`config.mk`:
```
export PLATFORM = sky130hd
export DESIGN_NAME = sram_arbiter
export DESIGN_NICKNAME = d
export VERILOG_FILES = /design/src/rtl/sram_arbiter.sv
export SDC_FILE = /design/constraint.sdc
export NUM_CORES = 1
export LEC_CHECK = 0
export CELL_PAD_IN_SITES_DETAIL_PLACEMENT = 0
export CELL_PAD_IN_SITES_GLOBAL_PLACEMENT = 1
export CORE_MARGIN = 2
export CORE_UTILIZATION = 41
export CTS_CLUSTER_SIZE = 8
export DETAILED_ROUTE_END_ITERATION = 16
export DONT_BUFFER_PORTS = 1
export HOLD_SLACK_MARGIN = 0.12
export PLACE_DENSITY_LB_ADDON = 0.1
export SLEW_MARGIN = 30
export SYNTH_ARGS = -nofsm -noshare
export SYNTH_HDL_FRONTEND = slang
export SYNTH_SLANG_ARGS = --single-unit
```
`constraint.sdc`:
```
create_clock -name Clk -period 2.45 [get_ports Clk]
set_input_delay 0.3675 -clock Clk [delete_from_list [all_inputs] [get_ports Clk]]
set_output_delay 0.3675 -clock Clk [all_outputs]
set_load 0.05 [all_outputs]
```
`src/rtl/sram_arbiter.sv`:
```
// Two-port round-robin arbiter for a single asynchronous SRAM port.
// All SRAM strobes and handshake outputs are registered.
module sram_arbiter #(
    parameter int ACCESS_CYCLES = 2,
    parameter int ADDR_W        = 16
) (
    input  logic              Clk,
    input  logic              Reset,
    input  logic              req0,
    input  logic              req1,
    input  logic              we0,
    input  logic              we1,
    input  logic [ADDR_W-1:0] addr0,
    input  logic [ADDR_W-1:0] addr1,
    input  logic [15:0]       wdata0,
    input  logic [15:0]       wdata1,
    output logic              ack0,
    output logic              ack1,
    output logic [15:0]       rdata,
    output logic              busy,
    output logic [ADDR_W-1:0] A,
    output logic [15:0]       Data_to_mem,
    output logic              dout_en,
    input  logic [15:0]       Data_from_mem,
    output logic              CE_N,
    output logic              UB_N,
    output logic              LB_N,
    output logic              OE_N,
    output logic              WE_N
);

    localparam logic [1:0] IDLE   = 2'd0;
    localparam logic [1:0] ACCESS = 2'd1;
    localparam logic [1:0] DONE   = 2'd2;

    localparam logic [3:0] LAST_CNT = 4'(ACCESS_CYCLES);

    if (ACCESS_CYCLES < 2 || ACCESS_CYCLES > 15) begin : g_bad_cfg
        $error("sram_arbiter: ACCESS_CYCLES must be in 2..15");
    end

    logic [1:0]        state;
    logic [3:0]        cnt;
    logic              port;
    logic              cur_we;
    logic              last;

    logic              grant_valid;
    logic              grant_port;
    logic              gnt_we;
    logic [ADDR_W-1:0] gnt_addr;
    logic [15:0]       gnt_wdata;

    // On a tie the port that did not win last time gets the SRAM.
    always_comb begin
        grant_valid = req0 | req1;
        grant_port  = 1'b0;
        if (req0 && req1)
            grant_port = !last;
        else if (req1)
            grant_port = 1'b1;
        gnt_we    = grant_port ? we1    : we0;
        gnt_addr  = grant_port ? addr1  : addr0;
        gnt_wdata = grant_port ? wdata1 : wdata0;
    end

    always_ff @(posedge Clk) begin
        if (Reset) begin
            state       <= IDLE;
            cnt         <= 4'd0;
            port        <= 1'b0;
            cur_we      <= 1'b0;
            last        <= 1'b1;
            ack0        <= 1'b0;
            ack1        <= 1'b0;
            rdata       <= 16'h0000;
            busy        <= 1'b0;
            A           <= '0;
            Data_to_mem <= 16'h0000;
            dout_en     <= 1'b0;
            CE_N        <= 1'b1;
            UB_N        <= 1'b1;
            LB_N        <= 1'b1;
            OE_N        <= 1'b1;
            WE_N        <= 1'b1;
        end else begin
            ack0 <= 1'b0;
            ack1 <= 1'b0;
            case (state)
                IDLE: begin
                    if (grant_valid) begin
                        state   <= ACCESS;
                        cnt     <= 4'd1;
                        port    <= grant_port;
                        cur_we  <= gnt_we;
                        last    <= grant_port;
                        A       <= gnt_addr;
                        if (gnt_we)
                            Data_to_mem <= gnt_wdata;
                        dout_en <= gnt_we;
                        busy    <= 1'b1;
                        CE_N    <= 1'b0;
                        UB_N    <= 1'b0;
                        LB_N    <= 1'b0;
                        OE_N    <= gnt_we;
                        WE_N    <= 1'b1;
                    end
                end
                ACCESS: begin
                    // The first access cycle is address setup, so WE_N only falls from cycle 2.
                    if (cnt == LAST_CNT) begin
                        state <= DONE;
                        OE_N  <= 1'b1;
                        WE_N  <= 1'b1;
                        if (!cur_we)
                            rdata <= Data_from_mem;
                        ack0  <= !port;
                        ack1  <= port;
                    end else begin
                        cnt  <= cnt + 4'd1;
                        WE_N <= !cur_we;
                    end
                end
                DONE: begin
                    state   <= IDLE;
                    busy    <= 1'b0;
                    dout_en <= 1'b0;
                    CE_N    <= 1'b1;
                    UB_N    <= 1'b1;
                    LB_N    <= 1'b1;
                    OE_N    <= 1'b1;
                    WE_N    <= 1'b1;
                end
                default: state <= IDLE;
            endcase
        end
    end

endmodule

```
==> key figures, run 1 <==
Outcome
  • Status: completed

STA
  • Headroom to the max-slew limit: 56.1%
  • Hold slack: 0.159 ns
  • Final TNS setup: 0 ns
  • Fin. Hold Viols: 0
  • Unrepaired setup endpoints after global routing: false
  • Final Skew: 0.00916 ns
  • Fmax: 538 MHz
  • Worst slew pin tran: 0.659 ns
  • Final critical-path required period: 1.86 ns
  • Period utilization: 75.9%
  • Final setup fails: 0
  • Max Slew Vio Count: 0

Clock network
  • Clock-pin slew on the worst setup and hold paths: 0.07 ns
  • CTS tree: yes
  • Clock buffer depth: 2
  • Clk root buf: clkbuf_8
  • Cts bufs inserted: 9
  • H-tree levels: 3
  • Clock sinks: 64
  • Worst skew pair latency: 0.33 ns

Logic synthesis
  • Largest area contributor in the netlist: dfxtp_1
  • Yosys top cell area share: 44.6%
  • Synth top cells by count: dfxtp_1 (64), nand2_1 (38), a21oi_1 (37), mux2i_1 (32), nor2_1 (26)
  • Sequential area share after synthesis: 44.6%
  • Most frequent cell after synthesis: dfxtp_1
  • Synthesized netlist cell count: 313
  • Mean area per synthesized cell: 9.18 um2
  • Syn_nets: 405
  • Cell Area, Synth: 2870 um2
  • Ranking of synthesized cells by area: dfxtp_1 (45%), mux2i_1 (11%), a21oi_1 (6.4%)
  • Post-synth EDFFs: 0
  • Async SR Flop Fraction: 0%
  • Primary FF master, synth: dfxtp_1
  • Ys Warns: 0
  • Synth unique cells: 40
  • Post-synthesis register bit count: 64

Route
  • Routed Antenna Nets: 0
  • Routed WL per cell: 16.0 um
  • # DRC: 0
  • DR vias/cell: 5.30
  • Drt total wl: 6480 um
  • Starting DRT DRC Count: 81
  • Total number of vias: 2,152
  • DRT Pass-1 Iters: 5

Finish
  • Final instance area: 3140 um2
  • Fin nets: 398
  • Area growth syn-to-layout: 9.19%
  • Ant. Diodes: 0
  • Final non-filler cell total: 406
  • Fin util: 46.2%
  • Fill cells: 667
  • Layout cells sized above 1: 12.6%

Critical path
  • Worst EP required: 2.67 ns
  • CP startpoint kind: register
  • Critical-path maximum fanout: 16
  • WS Path Type: reg2reg
  • CP Data Arrival Time: 2.07 ns
  • CP Capture Type: register

Placed design
  • Dpl cells: 390
  • Final RePlAce weighted congestion: 0.763
  • Port Buf Inserts: 0
  • Dpl hpwl: 4380 um
  • Area after DPL: 2920 um2

Run
  • Max cap viols: 0

Floorplan
  • Initial core utilization: 42.3%
  • Die Height: 87.7 um
  • Die Area: 7700 um2
  • Die X: 87.7 um
  • Core area: 6790 um2
  • Io pins: 143
  • Rows: 30

Power and ir drop
  • P_leak: 1.13 nW
  • Peak supply drop: 0.433 mV
  • Pwr per Cell Area: 888 nW/um2

GRT
  • GRT Total Usage: 17.0%
  • Grt ovf: 0
  • Pin count of the biggest net entering global routing: 55
  • Vias in the first global route: 2,009
  • First-pass GRT wire length: 10,100 um
  • Antenna violations before repair: 0

Hold path
  • Worst min path class: in2reg
kinds of logic (layout without fill, tap and decap cells):
group           after synthesis  in the layout  synth area share, %
compound gates               91             91                 22.0
simple gates                 86             86                 13.4
flops                        64             64                 44.6
mux                          32             32                 11.1
buf+inv                      32             29                 5.70
fa+ha+maj                     6              6                 2.61
xor+xnor                      2              2                0.610
power breakdown:
part           internal, mW  switching (mW)  leakage (nW)  total, mW
registers              1.14           0.352         0.526       1.49
logic                 0.169           0.256         0.513      0.425
clock network         0.491           0.383        0.0925      0.874
through the flow:
step / worst slack (ns) / power, mW
after floorplan: 0.663 / 1.86
after global placement: 0.606 / 1.92
after detailed placement: 0.625 / 1.92
after CTS: 0.603 / 2.83
after global routing: 0.451 / 2.94
final: 0.591 / 2.79
worst paths after layout:
kind	from	to	slack (ns)	depth (start not counted)
setup / recovery	state[1]$_SDFFE_PP0P_	rdata[8]$_SDFFE_PP0P_	0.59	6
hold reg to reg	port$_SDFFE_PP0P_	ack0$_SDFF_PP0_	0.47	1
setup reg to reg	state[1]$_SDFFE_PP0P_	rdata[8]$_SDFFE_PP0P_	0.59	6
hold / removal	Data_from_mem[0]	rdata[0]$_SDFFE_PP0P_	0.16	2
flip-flops by register name (all words and copies together), names as in the netlist, 2 cells and up:
register / count
cnt: 4
A: 16
rdata: 16
Data_to_mem: 16
state: 2
cells in the final DEF (no fill, tap or decap), types with 2 or more instances in the layout:
master,count
a211oi_1,23
a211oi_2,10
a21oi_1,37
a32o_1,2
and2_1,3
buf_4,8
clkbuf_1,2
clkbuf_8,10
dfxtp_1,64
ha_1,6
inv_1,5
mux2i_1,32
nand2_1,38
nand3_1,2
nor2_1,26
nor3_1,5
nor3b_1,2
o21ai_0,9
or3b_2,2
area by class of cell:
| type | instances | area [um2] | area share [%] |
|---|---|---|---|
| clock buffers | 12 | 145 | 4.63 |
| clock inverters | 3 | 42.5 | 1.36 |
| inverters | 5 | 18.8 | 0.598 |
| multi-input cells | 217 | 1440 | 46.0 |
| flip-flops and latches | 64 | 1280 | 40.8 |
| well taps | 96 | 120 | 3.83 |
| repair buffers | 9 | 87.6 | 2.79 |
routing by layer:
metal | GRT usage, % | share of wire [%] | vias to the layer above
met3 | 8.67 | 9.9 | 5
met2 | 26.9 | 48 | 88
li1 | - | - | 1098
met1 | 20.2 | 42 | 961
met5 | 0 | 0 | -
met4 | 4.90 | 0.56 | 0
critical path: stages (launching register included):
cell and delay, ns:
dfxtp_1 0.34, inv_1 0.09, ha_1 0.32, nand4bb_1 0.29, or2_2 0.51, nand2_1 0.11
a21oi_1 0.07
what timing repair did:
action,CTS,global route
endpoints found under the hold margin,54,0
setup buffers,0,0
hold buffers,1,0
gates resized for setup,0,0
(Power assumes the default switching activity.)
==> run 2, diff against run 1 <==
CORE_UTILIZATION = 40   (was 41)
clock period = 1.67 ns   (was 2.45 ns; I/O delays follow)
==> run 2 against run 1 <==
Effect of this change:
- combinational power is 85% higher
- die area grew 2.4%
- sequential power rose by 44%
- sequential share of layout area decreased by 4.0 points
- largest power group unchanged
- worst hold slack lost 0.017 ns
- wire length increased by 4.6%
- design area rose by 11%
- power grew 58%
- fmax is 18% higher
==> key figures, run 2 (synthesis gave the netlist of run 1 again) <==
Clock network
  • Clock-pin slew on the worst setup and hold paths: 0.07 ns (about the same)
  • Clock buffer depth: 2 (unchanged)
  • CTS tree: yes (unchanged)
  • H-tree levels: 3 (unchanged)
  • Clk root buf: clkbuf_8 (unchanged)
  • Clock sinks: 64 (unchanged)
  • Cts bufs inserted: 9 (unchanged)
  • Post-CTS Setup Repair Bufs: 0 (unchanged)
  • Worst skew pair latency: 0.34 ns (was 0.33 ns)

Critical path
  • CP Capture Type: register (unchanged)
  • CP delay by family, top: simple AND/OR/NAND/NOR gates (unchanged)
  • Worst EP required: 1.94 ns (was 2.67 ns)
  • Critical path's largest stage delay: 0.47 ns (was 0.51 ns)
  • WS Path Type: reg2reg (unchanged)
  • Worst Path Buf+Inv: 2 (was 1)
  • Critical-path maximum fanout: 5 (was 16)
  • CP startpoint kind: register (unchanged)
  • Sequence of cells on the critical path: inv_1 -> ha_1 -> or3b_2 -> buf_4 -> nand2_1 -> a211oi_1 -> a31oi_1 (was inv_1 -> ha_1 -> nand4bb_1 -> or2_2 -> nand2_1 -> a21oi_1)
  • Slowest CP cell: or3b_2 (was or2_2)
  • CP Data Arrival Time: 1.84 ns (was 2.07 ns)

STA
  • Final Skew: 0.00542 ns (was 0.00916 ns)
  • Period utilization: 94.1% (was 75.9%)
  • Worst slew pin tran: 0.541 ns (was 0.659 ns)
  • Fin. Hold Viols: 0 (unchanged)
  • Final TNS setup: 0 ns (unchanged)
  • Fmax: 636 MHz (was 538 MHz)
  • Final critical-path required period: 1.57 ns (was 1.86 ns)
  • Final setup fails: 0 (unchanged)
  • Max Slew Vio Count: 0 (unchanged)
  • Unrepaired setup endpoints after global routing: false (unchanged)
  • Headroom to the max-slew limit: 63.9% (was 56.1%)
  • Worst Slack Setup Final: 0.0987 ns (was 0.591 ns)

GRT
  • GRT Total Usage: 17.4% (was 17.0%)
  • Antenna violations before repair: 0 (unchanged)
  • Vias in the first global route: 2,139 (was 2,009)
  • Grt ovf: 0 (unchanged)
  • First-pass GRT wire length: 10,400 um (was 10,100 um)
  • Pin count of the biggest net entering global routing: 57 (was 55)

Power and ir drop
  • NetSw: 1.52 mW (was 991 uW)
  • Power Internal: 2.88 mW (was 1.80 mW)
  • Comb pwr share: 17.9% (was 15.3%)
  • Share of total power in the clock network: 33.5% (was 31.3%)
  • Peak supply drop: 0.621 mV (was 0.433 mV)
  • Sequential share of power: 48.6% (was 53.4%)
  • Pwr per Cell Area: 1260 nW/um2 (was 888 nW/um2)
  • P_leak: 1.29 nW (was 1.13 nW)
  • Switch share: 34.5% (was 35.5%)

Placed design
  • Area after DPL: 3030 um2 (was 2920 um2)
  • Setup WS pre-CTS: 0.0500 ns (was 0.625 ns)
  • Final RePlAce weighted congestion: 0.772 (was 0.763)
  • Dpl hpwl: 4520 um (was 4380 um)
  • Dpl cells: 399 (was 390)
  • Port Buf Inserts: 0 (unchanged)

Route
  • Drt total wl: 6780 um (was 6480 um)
  • Routed Antenna Nets: 0 (unchanged)
  • Total number of vias: 2,292 (was 2,152)
  • Routed WL per cell: 15.6 um (was 16.0 um)
  • # DRC: 0 (unchanged)
  • DRT Pass-1 Iters: 4 (was 5)
  • DR vias/cell: 5.28 (was 5.30)
  • Starting DRT DRC Count: 50 (was 81)

Floorplan
  • Initial core utilization: 41.8% (was 42.3%)
  • Rows: 30 (unchanged)
  • Io pins: 143 (unchanged)
  • Core area: 6870 um2 (was 6790 um2)
  • Die Height: 88.8 um (was 87.7 um)
  • Die X: 88.8 um (was 87.7 um)
  • Die Area: 7880 um2 (was 7700 um2)

Finish
  • Final non-filler cell total: 434 (was 406)
  • Fin nets: 425 (was 398)
  • Area growth syn-to-layout: 21.4% (was 9.19%)
  • Ant. Diodes: 0 (unchanged)
  • Commonest non-fill, non-tap cell in the layout: dfxtp_1 (unchanged)
  • Layout cells sized above 1: 17.2% (was 12.6%)
  • Final instance area: 3490 um2 (was 3140 um2)
  • Largest regs: A x16, Data_to_mem x16, rdata x16 (unchanged)
  • Commonest non-fill, non-tap cells in the layout: dfxtp_1 (62), nand2_1 (38), a21oi_1 (37) (was dfxtp_1 (64), nand2_1 (38), a21oi_1 (37))

Run
  • Max cap viols: 0 (unchanged)

Outcome
  • Status: completed (unchanged)

Hold path
  • Worst min path class: in2reg (unchanged)
[run 2: power by group through the flow]
stage | registers [mW] | clock network (mW) | logic, mW
final | 2.14 | 1.47 | 0.788
after floorplan | 2.20 | 0 | 0.539
after global placement | 2.17 | 0 | 0.702
after CTS | 2.14 | 1.52 | 0.772
after detailed placement | 2.17 | 0 | 0.704
after global routing | 2.16 | 1.59 | 0.864
[run 2: repair_timing]
item                       CTS  global route
resized for setup            0            12
hold endpoints to repair    57             0
setup endpoints to repair    0            22
hold buffers                19             0
[run 2: layout make-up]
| type | count | area [um2] |
|---|---|---|
| Fill cell | 660 | 3380 |
| Multi-Input combinational cell | 217 | 1480 |
| Sequential cell | 64 | 1280 |
| Timing Repair Buffer | 36 | 364 |
| Clock buffer | 10 | 138 |
| Tap cell | 96 | 120 |
| Clock inverter | 6 | 82.6 |
| Inverter | 5 | 18.8 |
[run 2: layer usage]
metal	wire length, um	GRT usage (%)	vias up	part of all wire (%)
met5	0	0	-	0
met4	70	6.20	0	1.0
met3	597	7.74	4	8.8
met2	3240	28.0	91	48
met1	2880	20.5	1050	42
li1	-	-	1147	-
[run 2: final timing paths]
path	start	end	slack, ns	depth (start not counted)
setup / recovery	cnt[0]$_SDFFE_PP0P_	OE_N$_SDFFE_PP1P_	0.1	7
hold / removal	addr0[1]	A[1]$_SDFFE_PP0P_	0.14	2
hold reg to reg	port$_SDFFE_PP0P_	ack0$_SDFF_PP0_	0.47	1
setup reg to reg	cnt[0]$_SDFFE_PP0P_	OE_N$_SDFFE_PP1P_	0.1	7
[run 2: through the flow]
step / utilization [%] / hold WS, ns / total power [mW]
floorplan: - / 0.386 / 2.74
global placement: 44.1 / 0.322 / 2.87
detailed placement: 44.1 / 0.323 / 2.87
CTS: 50.4 / 0.128 / 4.43
global route: 50.8 / 0.126 / 4.61
finish: 50.8 / 0.143 / 4.39
==> run 3, diff against run 2 <==
==> constraint.sdc (replaced) <==
create_clock -name Clk -period 1.67 [get_ports Clk]
set_input_delay 0.334 -clock Clk [delete_from_list [all_inputs] [get_ports Clk]]
set_output_delay 0.334 -clock Clk [all_outputs]
set_load 0.05 [all_outputs]
==> run 3 against run 2 <==
Effect of this change:
- power down 3.4%
- fmax down 1.5%
- global-route usage is 0.25 points lower
- via count shrank 1.8%
- core utilization decreased by 2.7 points
- clock-buffer cell count unchanged
- sequential power hardly changed
- clock skew rose by 0.0024 ns
- clock power shrank 7%
- largest cell class unchanged
==> key figures, run 3 (synthesis gave the netlist of run 1 again) <==
Power and ir drop
  • Peak supply drop: 0.587 mV (was 0.621 mV)
  • Post-layout total power: 4.24 mW (was 4.39 mW)
  • P_leak: 1.20 nW (was 1.29 nW)
  • Pwr per Cell Area: 1280 nW/um2 (was 1260 nW/um2)

Critical path
  • Sequence of cells on the critical path: inv_1 -> ha_4 -> or3b_2 -> o2111ai_1 -> xor2_1 -> nor2_1 (was inv_1 -> ha_1 -> or3b_2 -> buf_4 -> nand2_1 -> a211oi_1 -> a31oi_1)
  • CP Capture Type: register (unchanged)
  • CP startpoint kind: register (unchanged)
  • Slowest CP cell: or3b_2 (unchanged)
  • Worst EP required: 1.89 ns (was 1.94 ns)
  • CP delay by family, top: simple AND/OR/NAND/NOR gates (unchanged)
  • Worst Path Buf+Inv: 1 (was 2)
  • CP Data Arrival Time: 1.82 ns (was 1.84 ns)
  • Critical-path maximum fanout: 5 (unchanged)
  • WS Path Type: reg2reg (unchanged)
  • Critical path's largest stage delay: 0.49 ns (was 0.47 ns)

Clock network
  • CTS tree: yes (unchanged)
  • Clock-pin slew on the worst setup and hold paths: 0.07 ns (about the same)
  • H-tree levels: 3 (unchanged)
  • Clk root buf: clkbuf_8 (unchanged)
  • Cts bufs inserted: 9 (unchanged)
  • Worst skew pair latency: 0.33 ns (was 0.34 ns)
  • Clock sinks: 64 (unchanged)
  • Clock buffer depth: 2 (unchanged)
  • Hold_buf cts: 1 (was 19)

STA
  • Headroom to the max-slew limit: 64.1% (was 63.9%)
  • Max Slew Vio Count: 0 (unchanged)
  • Fin. Hold Viols: 0 (unchanged)
  • Period utilization: 95.5% (was 94.1%)
  • Final setup fails: 0 (unchanged)
  • Unrepaired setup endpoints after global routing: true (was false)
  • Final critical-path required period: 1.59 ns (was 1.57 ns)
  • Final TNS setup: 0 ns (unchanged)
  • Hold slack: 0.0634 ns (was 0.143 ns)
  • Fmax: 627 MHz (was 636 MHz)
  • Final Skew: 0.00783 ns (was 0.00542 ns)
  • Worst slew pin tran: 0.538 ns (was 0.541 ns)

GRT
  • Pin count of the biggest net entering global routing: 60 (was 57)
  • Vias in the first global route: 2,125 (was 2,139)
  • Grt ovf: 0 (unchanged)
  • GRT Total Usage: 17.1% (was 17.4%)
  • First-pass GRT wire length: 10,500 um (was 10,400 um)
  • Antenna violations before repair: 0 (unchanged)

Floorplan
  • Core area: 6870 um2 (unchanged)
  • Rows: 30 (unchanged)
  • Die Area: 7880 um2 (unchanged)
  • Die Height: 88.8 um (unchanged)
  • Die X: 88.8 um (unchanged)
  • Initial core utilization: 41.8% (unchanged)
  • Io pins: 143 (unchanged)

Finish
  • Largest regs: A x16, Data_to_mem x16, rdata x16 (unchanged)
  • Fin nets: 409 (was 425)
  • Area growth syn-to-layout: 15.0% (was 21.4%)
  • Ant. Diodes: 0 (unchanged)
  • Fill cells: 694 (was 660)
  • Commonest non-fill, non-tap cell in the layout: dfxtp_1 (unchanged)
  • Commonest non-fill, non-tap cells in the layout: dfxtp_1 (63), nand2_1 (38), a21oi_1 (37) (was dfxtp_1 (62), nand2_1 (38), a21oi_1 (37))
  • Layout cells sized above 1: 18.9% (was 17.2%)

Route
  • DR vias/cell: 5.39 (was 5.28)
  • Drt total wl: 6880 um (was 6780 um)
  • # DRC: 0 (unchanged)
  • Routed Antenna Nets: 0 (unchanged)
  • DRT Pass-1 Iters: 5 (was 4)
  • Routed WL per cell: 16.5 um (was 15.6 um)
  • Total number of vias: 2,251 (was 2,292)
  • Starting DRT DRC Count: 86 (was 50)

Outcome
  • Status: completed (unchanged)

Run
  • Max cap viols: 0 (unchanged)

Placed design
  • Final RePlAce weighted congestion: 0.785 (was 0.772)
  • Dpl hpwl: 4650 um (was 4520 um)
  • Port Buf Inserts: 0 (unchanged)

Hold path
  • Worst min path class: in2reg (unchanged)
-- run 3: metal layers --
metal | GRT usage, % | vias to the layer above | wire, um
li1 | - | 1118 | -
met1 | 22.2 | 1025 | 3010
met2 | 26.1 | 98 | 3150
met3 | 6.81 | 10 | 642
met4 | 5.65 | 0 | 87
met5 | 0 | - | 0
-- run 3: timing repair --
| item | in CTS | in global routing |
|---|---|---|
| hold endpoints to repair | 54 | 54 |
| resized for setup | 0 | 11 |
| endpoints found under the setup margin | 0 | 26 |
| setup buffers | 0 | 2 |
-- run 3: area by class of cell --
| class | instances | area, um2 | area share [%] |
|---|---|---|---|
| Clock buffer | 10 | 138 | 4.16 |
| Clock inverter | 6 | 67.6 | 2.04 |
| Inverter | 5 | 18.8 | 0.568 |
| Multi-Input combinational cell | 217 | 1490 | 45.1 |
| Sequential cell | 64 | 1280 | 38.8 |
| Tap cell | 96 | 120 | 3.63 |
| Timing Repair Buffer | 20 | 188 | 5.68 |
-- run 3: power breakdown --
group	leakage, nW	internal, mW	switching, mW
Clock	0.0989	0.735	0.629
Sequential	0.526	1.67	0.478
Combinational	0.575	0.309	0.424
-- run 3: worst paths after layout --
| path | start | to | slack [ns] | depth (start not counted) |
|---|---|---|---|---|
| max | state[0]$_SDFFE_PP0P_ | cnt[2]$_SDFFE_PP0P_ | 0.08 | 6 |
| max reg2reg | state[0]$_SDFFE_PP0P_ | cnt[2]$_SDFFE_PP0P_ | 0.08 | 6 |
| min | Reset | cur_we$_SDFFE_PP0P_ | 0.06 | 1 |
| min reg2reg | port$_SDFFE_PP0P_ | ack0$_SDFF_PP0_ | 0.47 | 1 |
-- run 3: metrics by stage --
| stage | worst slack [ns] | cell area [um2] | utilization (%) | cells |
|---|---|---|---|---|
| final | 0.0752 | 3310 | 48.1 | 418 |
| after global routing | 0.00391 | 3310 | 48.1 | 418 |
| after CTS | 0.0182 | 3270 | 47.6 | 417 |
| after detailed placement | 0.0683 | 3050 | 44.4 | 400 |
| after global placement | 0.0968 | 3050 | 44.4 | 400 |
| after floorplan | 0.0177 | 2900 | - | 313 |
